$ cat src/rtl/fas_pkg.sv
// Shared definitions for the FAS datapath (FIR -> frame buffer -> FFT).
//   FIR_W        : FIR sample width (signed two's complement)
//   FRAME_N      : samples per frame handed to the FFT
//   fir_sample_t : one signed FIR sample
package fas_pkg;

  localparam int unsigned FIR_W   = 16;
  localparam int unsigned FRAME_N = 16;

  typedef logic signed [FIR_W-1:0] fir_sample_t;

endpackage

$ cat src/rtl/fir_frame_bank.sv
// One N x W sample bank of the ping-pong frame buffer.
//   clk, rst_n : clock, asynchronous active-low reset (clears every sample)
//   we_i       : write d_i into slot idx_i on the rising edge
//   idx_i      : slot index, 0..N-1
//   d_i        : sample to store
//   data_o     : whole bank, slot k at bits [k*W +: W]
module fir_frame_bank
  import fas_pkg::*;
#(
  parameter int unsigned N = FRAME_N,
  parameter int unsigned W = FIR_W
) (
  input  logic                 clk,
  input  logic                 rst_n,
  input  logic                 we_i,
  input  logic [$clog2(N)-1:0] idx_i,
  input  logic [W-1:0]         d_i,
  output logic [N*W-1:0]       data_o
);

  logic [N*W-1:0] mem_q;

  always_ff @(posedge clk or negedge rst_n) begin
    if (!rst_n) begin
      mem_q <= '0;
    end else if (we_i) begin
      mem_q[idx_i*W +: W] <= d_i;
    end
  end

  assign data_o = mem_q;

endmodule

$ cat src/rtl/fir_frame_buf.sv
// Ping-pong frame collector between the FIR filter and the FFT.
//   clk, rst_n  : clock, asynchronous active-low reset
//   fir_valid   : fir_d carries a valid sample this cycle
//   fir_d       : signed FIR sample
//   frame_ready : downstream accepts the presented frame this cycle
//   frame_valid : frame_d holds a complete frame
//   frame_d     : sample k at bits [k*W +: W], k=0 oldest
//   frame_id    : sequence number of the presented frame (mod 256)
//   ovf         : sticky, a sample was dropped because both banks were full
module fir_frame_buf
  import fas_pkg::*;
#(
  parameter int unsigned N = FRAME_N,
  parameter int unsigned W = FIR_W
) (
  input  logic                clk,
  input  logic                rst_n,
  input  logic                fir_valid,
  input  logic signed [W-1:0] fir_d,
  input  logic                frame_ready,
  output logic                frame_valid,
  output logic [N*W-1:0]      frame_d,
  output logic [7:0]          frame_id,
  output logic                ovf
);

  localparam int unsigned   IW   = $clog2(N);
  localparam logic [IW-1:0] LAST = IW'(N - 1);

  logic [IW-1:0]  widx_q, widx_d;
  logic           wbank_q, wbank_d;
  logic           rbank_q, rbank_d;
  logic [1:0]     full_q, full_d;
  logic [7:0]     id_q, id_d;
  logic           ovf_q, ovf_d;

  logic           wr, hs;
  logic           we0, we1;
  logic [N*W-1:0] bank0_data, bank1_data;

  // Both decisions use pre-edge state: a bank released this cycle is not
  // yet free for the writer, so a sample aimed at it is dropped.
  assign wr = fir_valid && !full_q[wbank_q];
  assign hs = full_q[rbank_q] && frame_ready;

  always_comb begin
    widx_d  = widx_q;
    wbank_d = wbank_q;
    rbank_d = rbank_q;
    full_d  = full_q;
    id_d    = id_q;
    ovf_d   = ovf_q;

    if (hs) begin
      full_d[rbank_q] = 1'b0;
      rbank_d         = ~rbank_q;
      id_d            = id_q + 8'd1;
    end

    // The writer only targets a non-full bank and the reader only a full
    // one, so a completion here never collides with the release above.
    if (wr) begin
      widx_d = widx_q + 1'b1;
      if (widx_q == LAST) begin
        full_d[wbank_q] = 1'b1;
        wbank_d         = ~wbank_q;
      end
    end else if (fir_valid) begin
      ovf_d = 1'b1;
    end
  end

  always_ff @(posedge clk or negedge rst_n) begin
    if (!rst_n) begin
      widx_q  <= '0;
      wbank_q <= 1'b0;
      rbank_q <= 1'b0;
      full_q  <= '0;
      id_q    <= '0;
      ovf_q   <= 1'b0;
    end else begin
      widx_q  <= widx_d;
      wbank_q <= wbank_d;
      rbank_q <= rbank_d;
      full_q  <= full_d;
      id_q    <= id_d;
      ovf_q   <= ovf_d;
    end
  end

  assign we0 = wr && !wbank_q;
  assign we1 = wr &&  wbank_q;

  fir_frame_bank #(.N(N), .W(W)) u_bank0 (
    .clk    (clk),
    .rst_n  (rst_n),
    .we_i   (we0),
    .idx_i  (widx_q),
    .d_i    (fir_d),
    .data_o (bank0_data)
  );

  fir_frame_bank #(.N(N), .W(W)) u_bank1 (
    .clk    (clk),
    .rst_n  (rst_n),
    .we_i   (we1),
    .idx_i  (widx_q),
    .d_i    (fir_d),
    .data_o (bank1_data)
  );

  assign frame_valid = full_q[rbank_q];
  assign frame_d     = rbank_q ? bank1_data : bank0_data;
  assign frame_id    = id_q;
  assign ovf         = ovf_q;

endmodule
$ cat config.mk
export PLATFORM = sky130hd
export DESIGN_NAME = fir_frame_buf
export DESIGN_NICKNAME = d
export VERILOG_FILES = /design/src/rtl/fas_pkg.sv /design/src/rtl/fir_frame_bank.sv /design/src/rtl/fir_frame_buf.sv
export SDC_FILE = /design/constraint.sdc
export NUM_CORES = 1
export LEC_CHECK = 0
export BUFFER_PORTS_ARGS = -buffer_cell sky130_fd_sc_hd__buf_4
export CORE_MARGIN = 3
export CORE_UTILIZATION = 53
export DETAILED_ROUTE_END_ITERATION = 8
export PLACE_DENSITY = 0.79
export SETUP_SLACK_MARGIN = 0.05
export SLEW_MARGIN = 10
export SYNTH_ARGS = -nofsm -noshare
export SYNTH_HDL_FRONTEND = slang
export SYNTH_HIERARCHICAL = 1
export SYNTH_SLANG_ARGS = --single-unit
export TNS_END_PERCENT = 100
$ cat constraint.sdc
create_clock -name clk -period 2.4 [get_ports clk]
set_input_delay 0.12 -clock clk [delete_from_list [all_inputs] [get_ports clk]]
set_output_delay 0.12 -clock clk [all_outputs]
set_load 0.1 [all_outputs]
==> metrics.md <==
| Metric | Value |
|---|---|
| Outcome | finished, final reports clean |
| Layout Nets | 2357 |
| Routed WL | 73580 um |
| Syn. warnings | 6 |
| Reg2reg setup slack | 0.08 ns |
| Post-synth top area share | 52.73% |
| H-tree depth | 2 |
| Crit-path max cell delay | 0.48 ns |
| Wire per inst | 24.69 um |
| Chip height | 223.6 um |
| Initial DRT Pass Iterations | 5 |
| Tightest Pin Transition | 0.8759 ns |
| Net Count, Synth | 2029 |
| R2R Path Start | widx_q[0] |
| Ys async rst share | 100.0% |
| Maximum buffer depth of the clock tree | 3 |
| Most common cell after layout, fill and taps aside | mux2_2 |
| Setup CP Type | flop to primary output |
| Syn Inst Count | 2000 |
| Clock Sinks | 529 |
| Initial Util | 53.81% |
| Post-route DRC | 0 |
| Clock Root Buffer | clkbuf_16 |
| Clock transition at path regs | 0.07 ns |
| Placed Cells | 2836 |
| First-pass GRT wire length | 112000 um |
| Most frequent cells in the layout | 541 x mux2_2, 525 x dfrtp_1, 357 x buf_4 |
| Worst Skew | 0.03008 ns |
| Mean Syn Cell Area | 12.55 um2 |
| CP Cell Sequence | buf_16 -> mux2_2 -> buf_4 |
| Standard-cell rows | 79 |
| Max-Cap Viols | 0 |
| Die width | 223.6 um |
| Layout cells sized above 1 | 48.42% |
| Antenna diodes | 0 |
| Reg-to-Reg End | u_bank1/data_o[225] |
| Yosys top cell by area | dfrtp_1 |
| Setup crit start | rbank_q |
| Crit path DAT | 2.21 ns |
| Crit path launch type | flop |
| RSZ-0062 raised after global routing | true |
| Core area | 0.04665 mm2 |
| Largest net degree at the start of global routing | 84 |
| Synth top area cells | dfrtp_1 53%, mux2_2 25%, and3_1 3.0% |
| CTS Buf Count | 54 |
| Io pins | 286 |
| Gp weighted congestion | 0.8416 |
| Final setup fails | 0 |
| GRT Total Usage | 28.82% |
| Post-route ant nets | 0 |
| Seq/Total Area, Yosys | 52.73% |
| Crit Path Max Fanout | 83 |
| Die ar. | 0.05001 mm2 |
| CTS tree | yes |
| Post-Layout Cell Count | 2980 |
| Worst path slowest cell | dfrtp_4 |
| Worst-Skew Late Latency | 0.61 ns |
| Final hold violation count | 0 |
| Final Slew Violations | 0 |
| Area Growth Syn to Fin | 24.18% |
| Yosys reg bits | 529 |
| Top FF cell, synth | dfrtp_1 |
| WP data required | 2.28 ns |
| Vias in the first global route | 18670 |
| Initial antenna violation count | 1 |
| Max_slew headroom | 41.21% |
| Mapped Area | 0.02510 mm2 |
| Minimum clock period | 2.332 ns |
| Worst hold path class | input port to asynchronous set/reset pin |
| Crit path capture type | primary output |
| Dpl hpwl | 46830 um |
| Highest Clock Rate | 428.7 MHz |
| R2R cell count | 8 |
| Post-synth cell types | 57 |
| Buffers on Ports | 285 |
| EDFF count, synth | 0 |
| Tcrit/Tclk final | 97.19% |
| DR vias | 17866 |
| Grt total ovfl | 0 |
| Vias per cell | 5.995 |
| Iteration-0 DRC Markers | 1710 |
[area by class of cell]
| cell class | count | area (um2) |
|---|---|---|
| fillers | 3296 | 15480 |
| flip-flops and latches | 529 | 13250 |
| multi-input cells | 1264 | 11060 |
| repair buffers | 444 | 4125 |
| clock buffers | 77 | 1589 |
| well taps | 607 | 759.5 |
| clock inverters | 24 | 259.0 |
| inverters | 35 | 131.4 |
[per-stage QoR]
| step | TNS [ns] | hold slack, ns | cell area [um2] | util, % | setup WS, ns |
|---|---|---|---|---|---|
| 3_3_place_gp | -5.764 | 0.1156 | 28580 | 61.26 | -0.1850 |
| 6_report | 0 | 0.05878 | 31170 | 66.82 | 0.06751 |
| 3_5_place_dp | -8.234 | 0.1231 | 28580 | 61.26 | -0.2728 |
| 4_1_cts | 0 | 0.05719 | 30980 | 66.40 | 0.05371 |
| 5_1_grt | 0 | 0.1001 | 31170 | 66.82 | 0.01140 |
| 2_1_floorplan | -0.7830 | -0.1756 | 25250 | - | -0.07830 |
[worst max-delay path by stage]
stage | endpoint | slack (ns) | depth (start not counted)
after floorplan | u_bank0/data_o[198] | -0.08 | 8
after global routing | u_bank0/data_o[64] | 0.01 | 6
after global placement | u_bank0/data_o[49] | -0.18 | 5
after CTS | u_bank1/data_o[122] | 0.05 | 7
final | frame_d[242] | 0.07 | 3
after detailed placement | u_bank0/data_o[48] | -0.27 | 5
[kinds of logic after synthesis]
kind of cell,synth area share [%]
buf+inv,4.107
flops,52.73
xor+xnor,0.5832
fa+ha+maj,0.4486
simple gates,9.370
mux,26.79
compound gates,5.971
[state kept, by name (all words and copies together), names as in the netlist]
register and cells:
rbank_q 1, frame_id 8, full_q 2, wbank_q 1
widx_q 4, u_bank0/data_o 256, u_bank1/data_o 256, ovf 1
[critical path: cells and delay by family, from the launching register on]
kind,cells,cell delay [ns]
flops,1,0.48
mux,1,0.44
buf+inv,2,0.58
[Yosys cell counts (5+ instances only)]
master and instances:
nor3_1 6, mux2_4 16, xnor2_1 5, mux2_1 16, mux2_2 557, o21ai_1 5, and3_1 120, xor2_1 8
o21ai_0 95, nor2_1 8, nand3_1 95, buf_2 53, o2bb2ai_1 64, inv_1 35, buf_4 30, dfrtp_1 529
clkbuf_1 75, and3b_1 8, nand4_1 5, o31ai_1 21, nand2_1 158, nor4_1 10, nor2_4 7, buf_6 10
ha_1 9
[repair_timing]
item | in CTS | in global routing
endpoints found under the hold margin | 435 | 0
pin swaps | 1 | 1
hold buffers | 19 | 0
gates resized for setup | 16 | 37
setup endpoints to repair | 325 | 134
setup buffers | 14 | 4
cloned | 5 | 1
[metal layers]
metal / global-route usage (%) / up-vias / wire [um]
met5: 0 / - / 0
met4: 8.069 / 0 / 2085
met3: 4.940 / 133 / 4801
met2: 47.78 / 735 / 35790
met1: 39.60 / 9211 / 30900
li1: - / 7787 / -
Power is left out: the tool's default activity adds up to more than one toggle a clock period on the data nets, which glitch-free logic cannot reach.
